**config.mk**
```make
export PLATFORM = sky130hd
export DESIGN_NAME = decodificador
export DESIGN_NICKNAME = d
export VERILOG_FILES = /design/src/rtl/decodificador.sv
export SDC_FILE = /design/constraint.sdc
export NUM_CORES = 1
export LEC_CHECK = 0
export ABC_CLOCK_PERIOD_IN_PS = 2400
export CAP_MARGIN = 20
export CORE_MARGIN = 2
export CORE_UTILIZATION = 49
export CTS_CLUSTER_SIZE = 24
export DETAILED_ROUTE_END_ITERATION = 8
export MAX_ROUTING_LAYER = met4
export PLACE_DENSITY = 0.91
export SETUP_SLACK_MARGIN = 0.05
export SLEW_MARGIN = 40
export SYNTH_ARGS = -nofsm -noshare
export SYNTH_HDL_FRONTEND = slang
export SYNTH_SLANG_ARGS = --single-unit
export TNS_END_PERCENT = 10
```
**constraint.sdc**
```tcl
create_clock -name Clock -period 2.4 [get_ports Clock]
set_input_delay 0.24 -clock Clock [delete_from_list [all_inputs] [get_ports Clock]]
set_output_delay 0.24 -clock Clock [all_outputs]
set_load 0.01 [all_outputs]
```
**src/rtl/decodificador.sv**
```systemverilog
//------------------------------------------------------------------------------
// decodificador
//   Excess-3 to BCD decoder with a single-entry valid/ready pipeline register,
//   an error flag for illegal code words and a registered 7-segment display
//   that updates only when a word is handed downstream.
//   Optional feature: define DECODIFICADOR_ERRCNT_EN to add the saturating
//   Err_Count output counting input transfers of illegal code words.
//   Revision: 1.0 - initial release
//------------------------------------------------------------------------------
`default_nettype none

module decodificador #(
   parameter int ERR_W = 8
) (
   input  logic             Clock,
   input  logic             Reset_n,
   input  logic [3:0]       In_Code,
   input  logic             In_Valid,
   output logic             In_Ready,
   output logic [3:0]       Out_Digit,
   output logic             Out_Err,
   output logic             Out_Valid,
   input  logic             Out_Ready,
   output logic [6:0]       Display
`ifdef DECODIFICADOR_ERRCNT_EN
   ,
   output logic [ERR_W-1:0] Err_Count
`endif
);

   typedef enum logic [0:0] {
      ST_EMPTY = 1'b0,
      ST_FULL  = 1'b1
   } state_t;

   localparam logic [6:0] C_SEG_BLANK = 7'b0000000;
   localparam logic [6:0] C_SEG_E     = 7'b1001111;

   // Reject counter widths outside the supported range at elaboration
   generate
      if (ERR_W < 4 || ERR_W > 16) begin : g_err_w_range
         $error("decodificador: ERR_W must be within 4..16");
      end
   endgenerate

   state_t     r_state;
   logic [3:0] r_digit;
   logic       r_err;
   logic [6:0] r_display;

   logic       w_in_xfer;
   logic       w_out_xfer;
   logic       w_code_legal;
   logic [3:0] w_code_digit;

   // Segment pattern {a,b,c,d,e,f,g} for a BCD digit; non-digits show blank
   function automatic logic [6:0] seg_pattern(input logic [3:0] digit);
      logic [6:0] pat;
      case (digit)
         4'd0:    pat = 7'b1111110;
         4'd1:    pat = 7'b0110000;
         4'd2:    pat = 7'b1101101;
         4'd3:    pat = 7'b1111001;
         4'd4:    pat = 7'b0110011;
         4'd5:    pat = 7'b1011011;
         4'd6:    pat = 7'b1011111;
         4'd7:    pat = 7'b1110000;
         4'd8:    pat = 7'b1111111;
         4'd9:    pat = 7'b1111011;
         default: pat = C_SEG_BLANK;
      endcase
      return pat;
   endfunction

   // Handshake: the register can take a word when empty or when it drains now
   assign In_Ready   = (r_state == ST_EMPTY) | Out_Ready;
   assign Out_Valid  = (r_state == ST_FULL);
   assign w_in_xfer  = In_Valid & In_Ready;
   assign w_out_xfer = Out_Valid & Out_Ready;

   // Excess-3 decode: only 0011..1100 are legal, everything else flags an error
   assign w_code_legal = (In_Code >= 4'd3) && (In_Code <= 4'd12);
   assign w_code_digit = w_code_legal ? (In_Code - 4'd3) : 4'd0;

   assign Out_Digit = r_digit;
   assign Out_Err   = r_err;
   assign Display   = r_display;

   // Pipeline state, held word and display register
   always_ff @(posedge Clock or negedge Reset_n) begin
      if (!Reset_n) begin
         r_state   <= ST_EMPTY;
         r_digit   <= 4'd0;
         r_err     <= 1'b0;
         r_display <= C_SEG_BLANK;
      end else begin
         // Display latches the word being handed over, before it is replaced
         if (w_out_xfer) begin
            r_display <= r_err ? C_SEG_E : seg_pattern(r_digit);
         end
         if (w_in_xfer) begin
            r_state <= ST_FULL;
            r_digit <= w_code_digit;
            r_err   <= ~w_code_legal;
         end else if (w_out_xfer) begin
            r_state <= ST_EMPTY;
         end
      end
   end

`ifdef DECODIFICADOR_ERRCNT_EN
   logic [ERR_W-1:0] r_err_count;

   assign Err_Count = r_err_count;

   // Count accepted illegal words, sticking at all-ones
   always_ff @(posedge Clock or negedge Reset_n) begin
      if (!Reset_n) begin
         r_err_count <= '0;
      end else if (w_in_xfer && !w_code_legal && (r_err_count != {ERR_W{1'b1}})) begin
         r_err_count <= r_err_count + 1'b1;
      end
   end
`endif

endmodule

`default_nettype wire

```
# After elaboration in Yosys (flattened, before gate mapping)
# Memory sizes are Yosys's and may differ from the RTL's.
# Cells that the tools add are included.
op_classes:
  n_addsub: 1
  muxes: 4
  reduce_logical: 2
  n_bitwise: 5
  order_cmp: 2
op_table:
  columns: ["cell", "count"]
  rows:
  - ["$mux 7", 1]
  - ["$ge 4x2->1 const B", 1]
  - ["$le 4x4->1 const B", 1]
  - ["$mux 4", 1]
  - ["$sub 4x2->4 const B", 1]
  - ["$and 1x1->1", 2]
  - ["$mux 1", 2]
  - ["$not 1->1", 2]
  - ["$reduce_bool 2->1", 1]
  - ["$logic_and 1x1->1", 1]
  - ["$or 1x1->1", 1]
totals:
  romBits: 112
  mem_count: 1
  ff_bits: 13
  output_inout_bits: 14
memory_table:
  columns: ["memory", "words", "width", "read_ports", "rd_ports_with_merged_regs", "write_ports", "line_no", "rtl"]
  rows:
  - ["(no name shown)", 16, 7, 1, 0, 0, "59", "case (digit)"]

# Logic depth before layout (Yosys ltp)
# Gate-level depths: netlist of the first run.
logic_depth:
  depth_word: 4
  ltp_mapped: 5
  depth_no_buf: 5

# Least setup slack after synthesis of the first run
# OpenSTA, ideal clock, no wires.
synth_path:
  kind: "register -> register"
  from: "reg r_digit[1] (netlist: Out_Digit[1])"
  to: "reg r_display[3] (netlist: Display[3])"
  t_arrival_ns: 1.285
  stages_incl_launch_ff: 6
  setup_ns: 0.077
  slack_ns: 1.038
  path_cell_list: "dfrtp_1 -> inv_1 -> ha_1 -> inv_1 -> a211o_1 -> a21oi_1"
synth_via:
  elab_chain_cells: 2
synth_lines:
  columns: ["item", "line_no", "rtl"]
  rows:
  - ["start: declaration", "47", "logic [3:0] r_digit;"]
  - ["start signal: assignment", "103", "r_digit <= w_code_digit;"]
  - ["$mem_v2 16x7", null, null]
  - ["$mux 7", "99", "r_display <= r_err ? C_SEG_E : seg_pattern(r_digit);"]
  - ["end signal: assignment", "99", null]
  - ["end: declaration", "49", "logic [6:0] r_display;"]
# No other way between the ends.
# A chain may end at the register's enable or synchronous reset.

# Worst setup path after layout of the first run
layout_path:
  from: "in Out_Ready"
  to: "out In_Ready"
layout_via:
  elab_chain_cells: 1
layout_lines:
  columns: ["item", "line_no", "rtl"]
  rows:
  - ["start: declaration", "23", "input logic Out_Ready,"]
  - ["$or 1x1->1", "76", "assign In_Ready = (r_state == ST_EMPTY) | Out_Ready;"]
  - ["end: declaration", "19", "output logic In_Ready,"]
# No other way between the ends.

==> results.py, run 1 <==
metrics = {
    "synthesis": {
        "ys_ff_latch": 13,
        "yosys-top-cells-count": "dfrtp_1, a21oi_1, ha_1, inv_1, o21ai_0",
        "synth_nets": 90,
        "synth_area_um2": 752,
        "ys_async_sr_fraction_pct": 100,
        "post-synth-top-count-cell": "dfrtp_1",
        "netlist.area_leader.share_pct": 43.3,
        "netlist_instances": 74,
        "yosysSeqAreaShare_pct": 43.3,
        "synth_area_per_cell_um2": 10.2,
        "synth_largest_area_cell": "dfrtp_1",
        "synthDistinctLibCells": 25,
        "synthTopCellsByArea": "dfrtp_1, ha_1, a21oi_1, o21ai_0, inv_1",
        "ys.warnings.count": 0,
        "synth_edf_count": 0,
        "synthFlopType": "dfrtp_1",
    },
    "sta": {
        "skew_ps": 6.92,
        "relSlewSlack_pct": 61.2,
        "clock.fmax_mhz": 547,
        "fin_crit_sh_pct": 76.2,
        "tightest_slew_ps": 581,
        "period_minus_slack_ps": 1830,
        "setup_tns_ps": 0,
        "hold_viol_final": 0,
        "setup_viol": 0,
        "maxSlewViolCount": 0,
        "rsz0062_at_grt": "false",
    },
    "layout": {
        "drive_above_1_share_pct": 10.2,
        "nNetsFinal": 115,
        "fin_area_um2": 1000,
        "antenna_cells": 0,
        "area_growth_pct": 33.4,
    },
    "power_and_ir_drop": {
        "power_leakage_nw": 0.451,
        "power.density_nw_per_um2": 715,
        "peakVddDrop_mv": 0.312,
    },
    "place": {
        "placed_cell_area_um2": 977,
        "routabilityCongestion": 0.719,
        "dp_hpwl_mm": 1.29,
        "portBuffers": 21,
    },
    "job": {
        "drv_cap": 0,
    },
    "floorplanning": {
        "die-height_um": 43.2,
        "coreArea_um2": 1470,
        "start_util_pct": 51.1,
        "dieWidth_um": 43.2,
        "die-area_um2": 1860,
        "ios": 22,
        "num_rows": 14,
    },
    "global_route": {
        "grt_max_degree": 14,
        "grt_pass1_wl_mm": 2.77,
        "grt_usage_pct": 20.3,
        "grt_pass1_vias": 655,
        "overflow": 0,
        "antenna_found_initial": 0,
    },
    "routing": {
        "firstDrtPassIters": 4,
        "viasPerCell": 5.83,
        "drtIter0Drc": 8,
        "finalWirelength_mm": 1.67,
        "vias": 665,
        "drc": 0,
        "wire_per_inst_um": 14.7,
        "ant_nets": 0,
    },
    "cts": {
        "cts_buffers": 3,
        "cts-root-buf": "clkbuf_4",
        "clock_latency_ps": 280,
        "cts_tree": "yes",
        "cts_buffer_depth": 2,
        "hold_buffers": 0,
        "cts_max_level": 1,
        "clock_sinks": 13,
        "cts_setup_buffers": 0,
        "path_clk_slew_ps": 90,
        "cts_resized": 0,
    },
    "critical_path": {
        "cp.arrival_ps": 1590,
        "cp-end-kind": "primary output",
        "worst-setup-path-type": "in2out",
        "worstSetupStartpointType": "primary input",
        "crit_path_max_fanout": 6,
        "critical_path_required_ps": 2160,
    },
    "worst_hold_path": {
        "hold_class": "in2async",
    },
    "status": {
        "outcome": "finished clean",
    },
}
critical path: stages:
cell and delay (ps):
clkdlybuf4s50_1 640, nor2b_4 80, inv_2 90, clkdlybuf4s50_1 540
through the flow:
stage                     instances  util (%)  hold slack, ps  worst slack (ps)  total power [W]
after floorplan                  74         -           -55.6              1040         0.000437
after global placement          110      66.4             465               609         0.000567
after detailed placement        110      66.4             480               579         0.000583
after CTS                       114      68.2             351               574         0.000720
after global routing            114      68.2             398               508         0.000754
final                           114      68.2             325               570         0.000717
layout by cell type (no fill, tap or decap):
cell	Yosys	final
xnor2_1	1	1
a22o_1	2	2
nand2_2	2	2
o21ai_0	6	6
clkbuf_1	0	1
o21a_1	1	1
nor3_1	1	1
mux2_4	1	1
a311oi_2	1	1
nor2b_1	1	1
a211o_1	2	2
nand2_1	4	4
a21oi_1	10	10
o21ai_2	1	1
nor2b_4	1	1
or3_1	1	1
clkdlybuf4s50_1	0	21
inv_1	8	8
ha_1	8	8
o31ai_1	3	3
a221oi_1	1	1
clkbuf_4	0	3
inv_2	1	1
xor2_1	1	1
o2bb2ai_1	1	1
nand3_1	2	2
dfrtp_1	13	13
kinds of logic (layout without fill, tap and decap cells):
logic type	count (synthesis)	count (layout)	share of synthesized area [%]
compound gates	28	28	24.8
flops	13	13	43.3
buf+inv	10	34	5.16
simple gates	12	12	9.15
xor+xnor	2	2	2.33
fa+ha+maj	8	8	13.3
mux	1	1	2.00
worst paths after layout:
check,from,end,slack (ps),cells past startpoint
setup / recovery,Out_Ready,In_Ready,570,4
hold / removal,Reset_n,Display[3],330,1
setup reg to reg,Out_Digit[1],Display[3],940,5
hold reg to reg,Display[2],Display[2],490,2
max in group asynchronous,Reset_n,Out_Err,1690,1
min in group Clock,Display[2],Display[2],490,2
sequential cells by signal (all words and copies together) (netlist names):
signal,cells
Display,7
Out_Digit,4
Out_Err,1
Out_Valid,1
power by group:
part	leakage [nW]	switching [W]	total (W)	internal [W]
Combinational	0.284	0.000117	0.000266	0.000148
Sequential	0.152	0.0000492	0.000313	0.000264
Clock	0.0150	0.0000735	0.000138	0.0000644
Total	0.451	0.000240	0.000717	0.000477
per-layer routing:
layer,global-route usage [%],vias to the layer above,part of all wire (%)
li1,-,312,-
met1,21.3,321,37
met2,38.8,30,57
met3,3.83,2,5.4
met4,3.64,0,0.48
met5,-,-,0
layout make-up:
cell class	instances	area, um2
clock buffer	4	26.3
fill	134	468
inverter	9	33.8
multi-input combinational	51	388
sequential	13	325
tap	16	20.0
timing repair buffer	21	210
(Power assumes the default switching activity.)
==> run 2, diff against run 1 <==
--- a/config.mk
+++ b/config.mk
@@ -5,14 +5,14 @@
 export SDC_FILE = /design/constraint.sdc
 export NUM_CORES = 1
 export LEC_CHECK = 0
-export ABC_CLOCK_PERIOD_IN_PS = 2400
+export ABC_CLOCK_PERIOD_IN_PS = 1480
 export CAP_MARGIN = 20
 export CORE_MARGIN = 2
-export CORE_UTILIZATION = 49
+export CORE_UTILIZATION = 41
 export CTS_CLUSTER_SIZE = 24
 export DETAILED_ROUTE_END_ITERATION = 8
 export MAX_ROUTING_LAYER = met4
-export PLACE_DENSITY = 0.91
+export PLACE_DENSITY = 0.83
 export SETUP_SLACK_MARGIN = 0.05
 export SLEW_MARGIN = 40
 export SYNTH_ARGS = -nofsm -noshare
==> constraint.sdc (replaced) <==
create_clock -name Clock -period 1.48 [get_ports Clock]
set_input_delay 0.148 -clock Clock [delete_from_list [all_inputs] [get_ports Clock]]
set_output_delay 0.148 -clock Clock [all_outputs]
set_load 0.01 [all_outputs]
==> run 2 against run 1 <==
Net effect:
- cell count rose by 18%
- first-iteration DRC count shrank 25%
- setup slack worse by 520 ps
- global-route usage fell by 2.8 points
- final area rose by 10%
- register-to-register slack got worse by 810 ps
- non-clock buffer count is 12 higher
- critical path type is now reg2out
- highest routed layer unchanged
==> results.py, run 2 (synthesized netlist as in run 1, its figures left out) <==
metrics = {
    "status": {
        "outcome": "finished clean",
    },
    "job": {
        "drv_cap": 0,
    },
    "cts": {
        "clock_sinks": 13,
        "cts-root-buf": "clkbuf_4",
        "cts_buffer_depth": 2,
        "cts_buffers": 3,
        "clock_latency_ps": 280,
        "cts_tree": "yes",
        "cts_max_level": 1,
        "hold_buffers": 0,
        "path_clk_slew_ps": 80,
    },
    "place": {
        "routabilityCongestion": 0.840,
        "dp_hpwl_mm": 1.23,
        "portBuffers": 21,
        "dp_slack_ps": -43.6,
        "placed_cell_area_um2": 1070,
    },
    "floorplanning": {
        "die-height_um": 46.8,
        "dieWidth_um": 46.8,
        "die-area_um2": 2190,
        "start_util_pct": 43.6,
        "ios": 22,
        "num_rows": 15,
        "coreArea_um2": 1730,
    },
    "sta": {
        "period_minus_slack_ps": 1430,
        "skew_ps": 2.73,
        "clock.fmax_mhz": 701,
        "setup_tns_ps": 0,
        "setup_ws_ps": 52.8,
        "tightest_slew_ps": 576,
        "fin_crit_sh_pct": 96.4,
        "hold_viol_final": 0,
        "rsz0062_at_grt": "true",
        "maxSlewViolCount": 0,
        "relSlewSlack_pct": 61.5,
        "setup_viol": 0,
    },
    "global_route": {
        "grt_pass1_wl_mm": 2.54,
        "grt_usage_pct": 17.4,
        "grt_pass1_vias": 663,
        "grt_max_degree": 14,
        "overflow": 0,
        "antenna_found_initial": 0,
    },
    "power_and_ir_drop": {
        "pwr-share-clk_pct": 18.7,
        "power_leakage_nw": 0.525,
        "power_w": 0.00118,
        "internal_power_w": 0.000797,
        "peakVddDrop_mv": 0.454,
        "switching_power_w": 0.000380,
        "p_comb_share_pct": 38.8,
        "power.density_nw_per_um2": 1060,
        "p_sw_share_pct": 32.3,
        "seq_power_share_pct": 42.4,
    },
    "routing": {
        "firstDrtPassIters": 4,
        "viasPerCell": 4.92,
        "ant_nets": 0,
        "wire_per_inst_um": 11.3,
        "drtIter0Drc": 6,
        "vias": 664,
        "drc": 0,
        "finalWirelength_mm": 1.53,
    },
    "critical_path": {
        "worst-setup-path-type": "reg2out",
        "crit_path_max_fanout": 8,
        "slowest_stage": "clkdlybuf4s50_1",
        "cp-end-kind": "primary output",
        "critical_path_required_ps": 1330,
        "critical_path.top_delay_family": "buffers and inverters",
        "worstPathCellList": "clkdlybuf4s50_1",
        "cp.arrival_ps": 1280,
        "cp_slowest_stage_delay_ps": 560,
        "worstSetupStartpointType": "flip-flop",
        "cp_num_buf_inv": 1,
    },
    "layout": {
        "antenna_cells": 0,
        "largest_register_ffs": 7,
        "fin_area_um2": 1110,
        "nNetsFinal": 127,
        "layout_common_cells": "clkdlybuf4s50_1, buf_4, dfrtp_1, a21oi_1",
        "final_common_cell": "clkdlybuf4s50_1",
        "drive_above_1_share_pct": 22.7,
        "area_growth_pct": 47.1,
    },
    "worst_hold_path": {
        "hold_class": "in2async",
    },
}
## run 2: final timing paths
check | slack [ps] | to | cells past startpoint | start
setup / recovery | 50 | Out_Digit[3] | 1 | Out_Digit[3]
hold / removal | 230 | Display[3] | 1 | Reset_n
setup reg to reg | 130 | Display[3] | 6 | Out_Digit[1]
hold reg to reg | 490 | Display[2] | 2 | Display[2]
max in group asynchronous | 830 | Out_Digit[2] | 1 | Reset_n
min in group Clock | 490 | Display[2] | 2 | Display[2]
## run 2: power by group through the flow
stage | clock network, W | logic (W) | registers, W
3_5_place_dp | 0 | 0.000459 | 0.000509
4_1_cts | 0.000225 | 0.000462 | 0.000500
2_1_floorplan | 0 | 0.000181 | 0.000527
6_report | 0.000220 | 0.000457 | 0.000499
5_1_grt | 0.000238 | 0.000508 | 0.000510
3_3_place_gp | 0 | 0.000450 | 0.000500
## run 2: layout make-up
type	instances	area (um2)
inverter	9	33.8
tap	25	31.3
clock buffer	4	26.3
multi-input combinational	51	388
timing repair buffer	33	298
fill	145	621
sequential	13	329
## run 2: layer usage
layer	track usage [%]	part of all wire, %
met1	16.3	42
met2	31.8	50
met3	4.62	6.0
met4	9.44	1.8
met5	-	0
## run 2: per-stage QoR
step	hold slack, ps	util, %	instances
after global placement	463	62.0	130
after CTS	239	63.9	135
after detailed placement	485	62.0	130
final	233	64.1	135
after floorplan	-148	-	74
after global routing	278	64.1	135
## run 2: what timing repair did
item	CTS	global route
buffers inserted	1	0
pin swaps	0	0
gates resized for setup	7	1
endpoints found under the setup margin	6	4
gates cloned	0	0
